===== src/rtl/nonce_dispatcher.sv =====
// Nonce dispatcher: splits each job's nonce space across NUM_ENG miners, launches them one per cycle,
// relaunches engines that miss and latches the first winning nonce.
module nonce_dispatcher #(
  parameter int unsigned NUM_ENG     = 4,
  parameter int unsigned NONCE_W     = 192,
  parameter int unsigned STRIDE_LOG2 = 32,
  localparam int unsigned IDX_W      = $clog2(NUM_ENG)
) (
  input  logic                       Clk,
  input  logic                       Rst_n,
  input  logic                       Start_I,
  input  logic                       Abort_I,
  input  logic [NONCE_W-1:0]         BaseNonce_I,
  output logic [NUM_ENG-1:0]         EngStrt_O,
  output logic [NUM_ENG-1:0]         EngClear_O,
  output logic [NUM_ENG*NONCE_W-1:0] EngNonce_O,
  input  logic [NUM_ENG-1:0]         EngRdy_I,
  input  logic [NUM_ENG-1:0]         EngVld_I,
  input  logic [NUM_ENG*NONCE_W-1:0] EngNonce_I,
  output logic                       Busy_O,
  output logic                       Found_O,
  output logic [IDX_W-1:0]           FoundEng_O,
  output logic [NONCE_W-1:0]         FoundNonce_O,
  output logic                       Irq_O,
  output logic [31:0]                BatchCount_O
);

  localparam int unsigned CNT_W   = $clog2(NUM_ENG + 1);
  localparam int unsigned BATCH_W = 32;
  localparam int unsigned BSUM_W  = BATCH_W + 1;
  localparam logic [NONCE_W-1:0] RELAUNCH_STEP = NONCE_W'(NUM_ENG) << STRIDE_LOG2;

  typedef enum logic [1:0] {S_IDLE, S_RUN, S_DONE} state_t;

  state_t               r_state, w_state_next;
  logic                 r_busy;
  logic [NONCE_W-1:0]   r_nonce [NUM_ENG];
  logic [NUM_ENG-1:0]   r_pending, r_eng_strt, r_eng_clear;
  logic [IDX_W-1:0]     r_rr_ptr, r_found_eng;
  logic                 r_found, r_irq;
  logic [NONCE_W-1:0]   r_found_nonce;
  logic [BATCH_W-1:0]   r_batch;

  logic                 w_in_run, w_do_start, w_do_abort;
  logic [NUM_ENG-1:0]   w_rdy, w_hit, w_miss, w_pend_upd, w_gnt_mask;
  logic [CNT_W-1:0]     w_rdy_cnt;
  logic [IDX_W-1:0]     w_win_idx, w_rr_base, w_scan, w_gnt_idx, w_rr_next;
  logic [NONCE_W-1:0]   w_win_nonce;
  logic [BSUM_W-1:0]    w_batch_sum;
  logic [BATCH_W-1:0]   w_batch_next;
  logic                 w_gnt_vld;

  assign w_in_run   = (r_state == S_RUN);
  assign w_do_abort = Abort_I;
  assign w_do_start = Start_I && !Abort_I && (r_state != S_RUN);

  always_ff @(posedge Clk) begin : fsm_state
    if (!Rst_n) begin
      r_state <= S_IDLE;
      r_busy  <= 1'b0;
    end else begin
      r_state <= w_state_next;
      r_busy  <= (w_state_next == S_RUN);
    end
  end

  always_comb begin : fsm_next
    w_state_next = r_state;
    case (r_state)
      S_IDLE, S_DONE: if (w_do_start) w_state_next = S_RUN;
      S_RUN:          if (|w_hit) w_state_next = S_DONE;
      default:        w_state_next = S_IDLE;
    endcase
    if (w_do_abort) w_state_next = S_IDLE;
  end

  // Ready coinciding with that engine's own launch strobe is a protocol error and dropped.
  always_comb begin : engine_decode
    w_rdy       = w_in_run ? (EngRdy_I & ~r_eng_strt) : '0;
    w_hit       = w_rdy & EngVld_I;
    w_miss      = w_rdy & ~EngVld_I;
    w_rdy_cnt   = '0;
    w_win_idx   = '0;
    w_win_nonce = '0;
    for (int i = int'(NUM_ENG) - 1; i >= 0; i--) begin
      w_rdy_cnt = w_rdy_cnt + CNT_W'(w_rdy[i]);
      if (w_hit[i]) begin
        w_win_idx   = IDX_W'(i);
        w_win_nonce = EngNonce_I[i*NONCE_W +: NONCE_W];
      end
    end
    w_batch_sum  = {1'b0, r_batch} + BSUM_W'(w_rdy_cnt);
    w_batch_next = w_batch_sum[BATCH_W] ? '1 : w_batch_sum[BATCH_W-1:0];
    w_pend_upd   = w_do_start ? '1 : (r_pending | w_miss);
    w_rr_base    = w_do_start ? '0 : r_rr_ptr;
  end

  // Grant is taken from the updated pending mask so a launch strobe follows its trigger by one cycle.
  always_comb begin : rr_grant
    w_gnt_vld = 1'b0;
    w_gnt_idx = '0;
    w_scan    = '0;
    for (int unsigned i = 0; i < NUM_ENG; i++) begin
      w_scan = IDX_W'((32'(w_rr_base) + i) % NUM_ENG);
      if (!w_gnt_vld && w_pend_upd[w_scan]) begin
        w_gnt_vld = 1'b1;
        w_gnt_idx = w_scan;
      end
    end
    w_gnt_mask = w_gnt_vld ? (NUM_ENG'(1) << w_gnt_idx) : '0;
    w_rr_next  = IDX_W'((32'(w_gnt_idx) + 1) % NUM_ENG);
  end

  always_ff @(posedge Clk) begin : datapath
    if (!Rst_n) begin
      for (int unsigned k = 0; k < NUM_ENG; k++) r_nonce[k] <= '0;
      r_pending     <= '0;
      r_eng_strt    <= '0;
      r_eng_clear   <= '0;
      r_rr_ptr      <= '0;
      r_found       <= 1'b0;
      r_irq         <= 1'b0;
      r_found_eng   <= '0;
      r_found_nonce <= '0;
      r_batch       <= '0;
    end else begin
      r_eng_strt  <= '0;
      r_eng_clear <= '0;
      if (w_do_abort) begin
        r_eng_clear   <= '1;
        r_pending     <= '0;
        r_found       <= 1'b0;
        r_irq         <= 1'b0;
        r_found_nonce <= '0;
      end else if (w_do_start) begin
        for (int unsigned k = 0; k < NUM_ENG; k++)
          r_nonce[k] <= BaseNonce_I + (NONCE_W'(k) << STRIDE_LOG2);
        r_eng_clear   <= '1;
        r_batch       <= '0;
        r_found       <= 1'b0;
        r_irq         <= 1'b0;
        r_found_eng   <= '0;
        r_found_nonce <= '0;
        r_pending     <= w_pend_upd & ~w_gnt_mask;
        r_eng_strt    <= w_gnt_mask;
        r_rr_ptr      <= w_rr_next;
      end else if (w_in_run) begin
        r_batch <= w_batch_next;
        for (int unsigned k = 0; k < NUM_ENG; k++)
          if (w_miss[k]) r_nonce[k] <= r_nonce[k] + RELAUNCH_STEP;
        if (|w_hit) begin
          r_found       <= 1'b1;
          r_irq         <= 1'b1;
          r_found_eng   <= w_win_idx;
          r_found_nonce <= w_win_nonce;
          r_pending     <= '0;
          r_eng_clear   <= '1;
        end else begin
          r_pending  <= w_pend_upd & ~w_gnt_mask;
          r_eng_strt <= w_gnt_mask;
          if (w_gnt_vld) r_rr_ptr <= w_rr_next;
        end
      end
    end
  end

  for (genvar g = 0; g < int'(NUM_ENG); g++) begin : g_nonce_out
    assign EngNonce_O[g*NONCE_W +: NONCE_W] = r_nonce[g];
  end

  assign EngStrt_O    = r_eng_strt;
  assign EngClear_O   = r_eng_clear;
  assign Busy_O       = r_busy;
  assign Found_O      = r_found;
  assign FoundEng_O   = r_found_eng;
  assign FoundNonce_O = r_found_nonce;
  assign Irq_O        = r_irq;
  assign BatchCount_O = r_batch;

endmodule


===== config.mk =====
export PLATFORM = sky130hd
export DESIGN_NAME = nonce_dispatcher
export DESIGN_NICKNAME = d
export VERILOG_FILES = /design/src/rtl/nonce_dispatcher.sv
export SDC_FILE = /design/constraint.sdc
export NUM_CORES = 2
export LEC_CHECK = 0
export BUFFER_PORTS_ARGS = -buffer_cell sky130_fd_sc_hd__buf_4
export CORE_AREA = 2 2 760 762
export CTS_BUF_LIST = sky130_fd_sc_hd__clkbuf_8
export DETAILED_ROUTE_END_ITERATION = 8
export DIE_AREA = 0 0 762 764
export PLACE_DENSITY = 0.3
export SLEW_MARGIN = 20
export SYNTH_ARGS = -nofsm -noshare
export SYNTH_HDL_FRONTEND = slang
export SYNTH_SLANG_ARGS = --single-unit

===== constraint.sdc =====
create_clock -name Clk -period 7.2 [get_ports Clk]
set_input_delay 0.72 -clock Clk [delete_from_list [all_inputs] [get_ports Clk]]
set_output_delay 0.72 -clock Clk [all_outputs]
set_load 0.005 [all_outputs]

* Yosys cells after proc, flatten, opt, wreduce, memory -nomap -nowiden
Memory sizes are Yosys's and may differ from the RTL's.
Index checks and enable logic that the tools add are counted.
** Storage, ports and cells
- Register bits :: 244
- Memories kept :: 1
- Input port bits :: 972
- Memory bits (writable) :: 768
- Output and inout port bits :: 1005
** Memories
- r_nonce :: depth 4, bits a word 192, read ports 4, clocked after Yosys merged registers in 0, wr ports 4, RTL line 37 : logic [NONCE_W-1:0] r_nonce [NUM_ENG];
** Operators by class
- Equality and inequality tests :: 5
- Bitwise gates (word level) :: 18
- Shift operators :: 1
- Multiplexer cells :: 89
- Magnitude comparators :: 4
- Reductions and logical operators :: 21
- Add/sub/neg operators :: 15
** Operator list (count)
- $mux 192 :: 12
- $add 192x35->192 const B :: 4
- $add 192x34->192 const B :: 2
- $add 192x33->192 const B :: 1
- $mux 32 :: 3
- $mux 4 :: 13
- $mux 2 :: 19
- $mux 1 :: 37
- $add 32x3->33 :: 1
- $and 4x4->4 :: 4
- $lt 2x3->1 const B :: 4
- $not 4->4 :: 3
- $bmux 1 s2 :: 4
- $or 1x1->1 :: 8
- $reduce_bool 2->1 :: 3
- $logic_and 1x1->1 :: 5
- $add 2x1->2 const B :: 2
- $add 2x2->2 const B :: 2
- $eq 2x1->1 const B :: 2
- $logic_not 1->1 :: 4
- $or 4x4->4 :: 1
- $pmux 2 s2 :: 1
- $reduce_and 2->1 :: 2
- $reduce_and 4->1 :: 1
- other kinds (13) :: 15

* Depth between registers and ports, before layout
- Word-level depth :: 25
- Mapped depth :: 14
- Mapped depth without buffers :: 13

* Worst setup path after synthesis
OpenSTA, ideal clock, no wires.
- Path kind :: input-to-reg
- From :: input Abort_I
- To :: memory r_nonce[1][100], enable pin
- Data arrival time :: 5.527 ns
- Path buffers :: 3
- Cell stages on the path :: 6
- Slack :: 1.150 ns
- Cell sequence :: nand4bb_1 or4b_2 clkbuf_1 clkbuf_1 clkbuf_1 nand2_1
** RTL lines
- start: declaration :: RTL line 12 : input logic Abort_I,
- end: declaration :: RTL line 37

* Worst setup path in the final report
- From :: register r_state[0]
- To :: register r_found_nonce[80] (netlist: FoundNonce_O[80])
** Between the ends
- Longest elaborated chain between the ends :: 7
- Elaborated cells on any way between the ends :: 12
- Classes of those cells :: 2 x eq/ne; 5 x mux; 1 x bitwise; 4 x reduce/logical
** Ends and longest elaborated chain
- start: declaration :: RTL line 35 : state_t r_state, w_state_next;
- start signal: assignment :: RTL line 62 : r_state <= w_state_next;
- $eq 2x1->1 :: RTL line 53 : assign w_in_run = (r_state == S_RUN);
- $mux 4 :: RTL line 79 : w_rdy = w_in_run ? (EngRdy_I & ~r_eng_strt) : '0;
- $and 4x4->4 :: RTL line 80 : w_hit = w_rdy & EngVld_I;
- $mux 192 (4 in series) :: RTL line 87 : if (w_hit[i]) begin
- end signal: assignment :: RTL line 155 : r_found_nonce <= w_win_nonce;
- end: declaration :: RTL line 41 : logic [NONCE_W-1:0] r_found_nonce;
Several ways; a longest one is shown, not always the timed one.
A chain may end at the register's enable or synchronous reset.

==> results.md <==
* Status: finished clean
* Post-route DRC at 0
* P&R area growth vs syn at 50.9%
* Post-Syn Instances at 7439
* Pre-Repair DR Iteration Count at 6
* Asr flop ratio synth at 0%
* Commonest cells after routing, fill and taps aside: buf_4, nand2_1, edfxtp_1
* Initial antenna violation count at 238
* Worst skew pair latency at 1.23 ns
* Static Leak at 0.0334 µW
* CTS Buffer Depth at 4
* Gr usage total at 24.5%
* Vias in the first global route at 75700
* Final worst path period share at 70.4%
* CTS resizes at 0
* Worst EP arrival at 6.20 ns
* Minimum clock period at 5.07 ns
* CP startpoint kind: flop
* Clock sinks at 1009
* Pwr dens at 178 nW/µm²
* Pin count of the biggest net entering global routing at 127
* Max-slew violations at 0
* Filler cells at 65100
* H-Tree Depth at 4
* Reg2Reg Capture Point: FoundNonce_O[80]
* Multi-input gate area at 36700 µm²
* CTS tree: built
* Num CTS Buffers at 237
* Synth Register Bits at 1009
* Routability cong. at 1.06
* Syn Area/Cell at 8.94 µm²
* CTS root buf: clkbuf_8
* Iteration-0 DRC count of the detailed router at 8141
* Final TNS setup at 0 ns
* Skew final at 0.174 ns
* # setup viols final at 0
* Most common cell after layout, fill and taps aside: buf_4
* Ports at 1977
* Max VDD drop at 0.156 mV
* Slew @ Worst Pin at 1.33 ns
* Drt via density at 4.41
* Total power at 17900 µW
* Initial Util at 11.6%
* CTS Hold Bufs at 458
* Final #Nets at 10700
* Synth cell types at 76
* Die Height at 764 µm
* Worst flop-to-flop path startpoint: r_state[0]
* Sequential fraction of the synthesis area at 41.9%
* Worst hold path depth at 3
* Cell Area, Synth at 66500 µm²
* Row count at 279
* WL per Instance at 42.3 µm
* Hold Vio Cnt, Final at 0
* EDFF count, synth at 768
* Timing-limited maximum frequency at 0.197 GHz
* Worst setup EP type: flop
* Die width at 762 µm
* Buffers on Ports at 1976
* Worst Path Required at 8.33 ns
* CP endpoint: FoundNonce_O[80]
* Grt total ovfl at 0
* Reg clk slew, reported paths at 0.06 ns
* MaxCap Viol Count at 0
* Total core area at 575000 µm²
* Postcts setup bufs at 0
* Global-route wire length before repair at 920 mm
* Hpwl dp at 630 mm
* Worst setup path startpoint: r_state[0]
* Synth Flop Type: edfxtp_1
* Crit path max fanout at 100
* Syn nets at 8427
* Full die area at 582000 µm²
* Antenna Nets Post-Route at 0
* R2R setup slack at 2.13 ns
* RSZ-0062 raised after global routing: false
* Crit Path Class: reg -> reg
* Worst Hold Class: in -> reg
* Register Area at 27900 µm²
* Worst-case reg-to-reg path depth at 7
* Vias at 77700
* Slew HR at 10.6%
* Layout cells sized above 1 at 26.5%
* WL final at 745 mm
* Warning count from the yosys run at 0
[Yosys cell counts (all sizes together), types with 216 or more instances]
master / instances / area [µm²]
a21oi: 216 / 1080
and3: 217 / 1360
clkbuf: 515 / 1930
dfxtp: 241 / 4820
edfxtp: 768 / 23100
nand2: 869 / 3260
nand3: 479 / 2400
nand4: 362 / 2270
nor2: 400 / 1500
nor3: 301 / 1520
nor4: 252 / 1630
o22ai: 469 / 2930
xnor2: 611 / 5350
xor2: 479 / 4200
[worst max-delay path: stages, from the launching register on]
cell           delay [ns]
dfxtp_1              0.44
nor2b_2              0.80
nand3_4              0.91
nand2_4              1.04
buf_12               0.43
o221ai_1             0.33
dlygate4sd3_1        0.67
a21oi_1              0.12
[power breakdown]
part	leakage, µW	total, µW	internal [µW]	switching, µW
sequential	0.0101	7230	6660	567
combinational	0.0207	3580	1350	2230
clock	0.00260	7110	3560	3550
[flip-flops by register name, indices dropped and copies added, names as in the netlist]
| signal | flops |
|---|---|
| FoundNonce_O | 192 |
| BatchCount_O | 32 |
| r_rr_ptr | 2 |
| EngStrt_O | 4 |
| Irq_O | 1 |
| r_pending | 4 |
| EngClear_O | 1 |
| r_nonce | 768 |
| r_state | 2 |
| FoundEng_O | 2 |
| Busy_O | 1 |
[per-stage QoR]
stage | cell area, µm² | cells | worst slack [ns] | utilization [%] | hold slack, ns
floorplan | 66500 | 7439 | 1.15 | - | 0.436
global placement | 90900 | 16600 | 1.39 | 15.8 | 0.446
detailed placement | 91000 | 16600 | 2.25 | 15.8 | 0.447
CTS | 100000 | 17500 | 2.30 | 17.4 | 0.00000511
global route | 100000 | 17600 | 1.92 | 17.4 | 0.0390
finish | 100000 | 17600 | 2.13 | 17.5 | 0.0963
[final cells by class]
class,count,share of cell area (%)
multi-input cells,5757,36.5
flip-flops and latches,1009,27.8
repair buffers,2648,21.1
well taps,7587,9.46
clock buffers,255,3.50
clock inverters,165,0.973
inverters,98,0.368
diodes,108,0.269
[metal layers]
layer / global-route usage, % / share of wire (%) / up-vias
met5: 0 / 0.12 / -
met4: 15.0 / 7.6 / 130
met3: 6.71 / 7.4 / 1313
met2: 43.4 / 50 / 4016
met1: 25.7 / 35 / 39400
li1: - / - / 32900
[logic make-up (layout without fill, tap and decap cells)]
logic type / count (synthesis) / in the layout / synth area share (%)
AO/OA/AOI/OAI: 1353 / 1353 / 13.9
other: 0 / 108 / 0
flip-flops: 1009 / 1009 / 41.9
adder cells (fa/ha/maj): 16 / 16 / 0.335
AND/OR/NAND/NOR: 3289 / 3289 / 25.4
multiplexers: 9 / 9 / 0.141
buffers and inverters: 673 / 3166 / 3.86
XOR/XNOR: 1090 / 1090 / 14.4
[worst min path at each step]
stage                      startpoint  slack (ns)           endpoint
detailed placement  FoundNonce_O[106]        0.45  FoundNonce_O[106]
floorplan                r_pending[3]        0.44       r_pending[3]
global route          EngNonce_I[196]        0.04    FoundNonce_O[4]
CTS                   BaseNonce_I[59]    0.000005     r_nonce[0][59]
global placement    FoundNonce_O[127]        0.45  FoundNonce_O[127]
finish                BaseNonce_I[58]         0.1     r_nonce[0][58]
(Power assumes the default switching activity.)
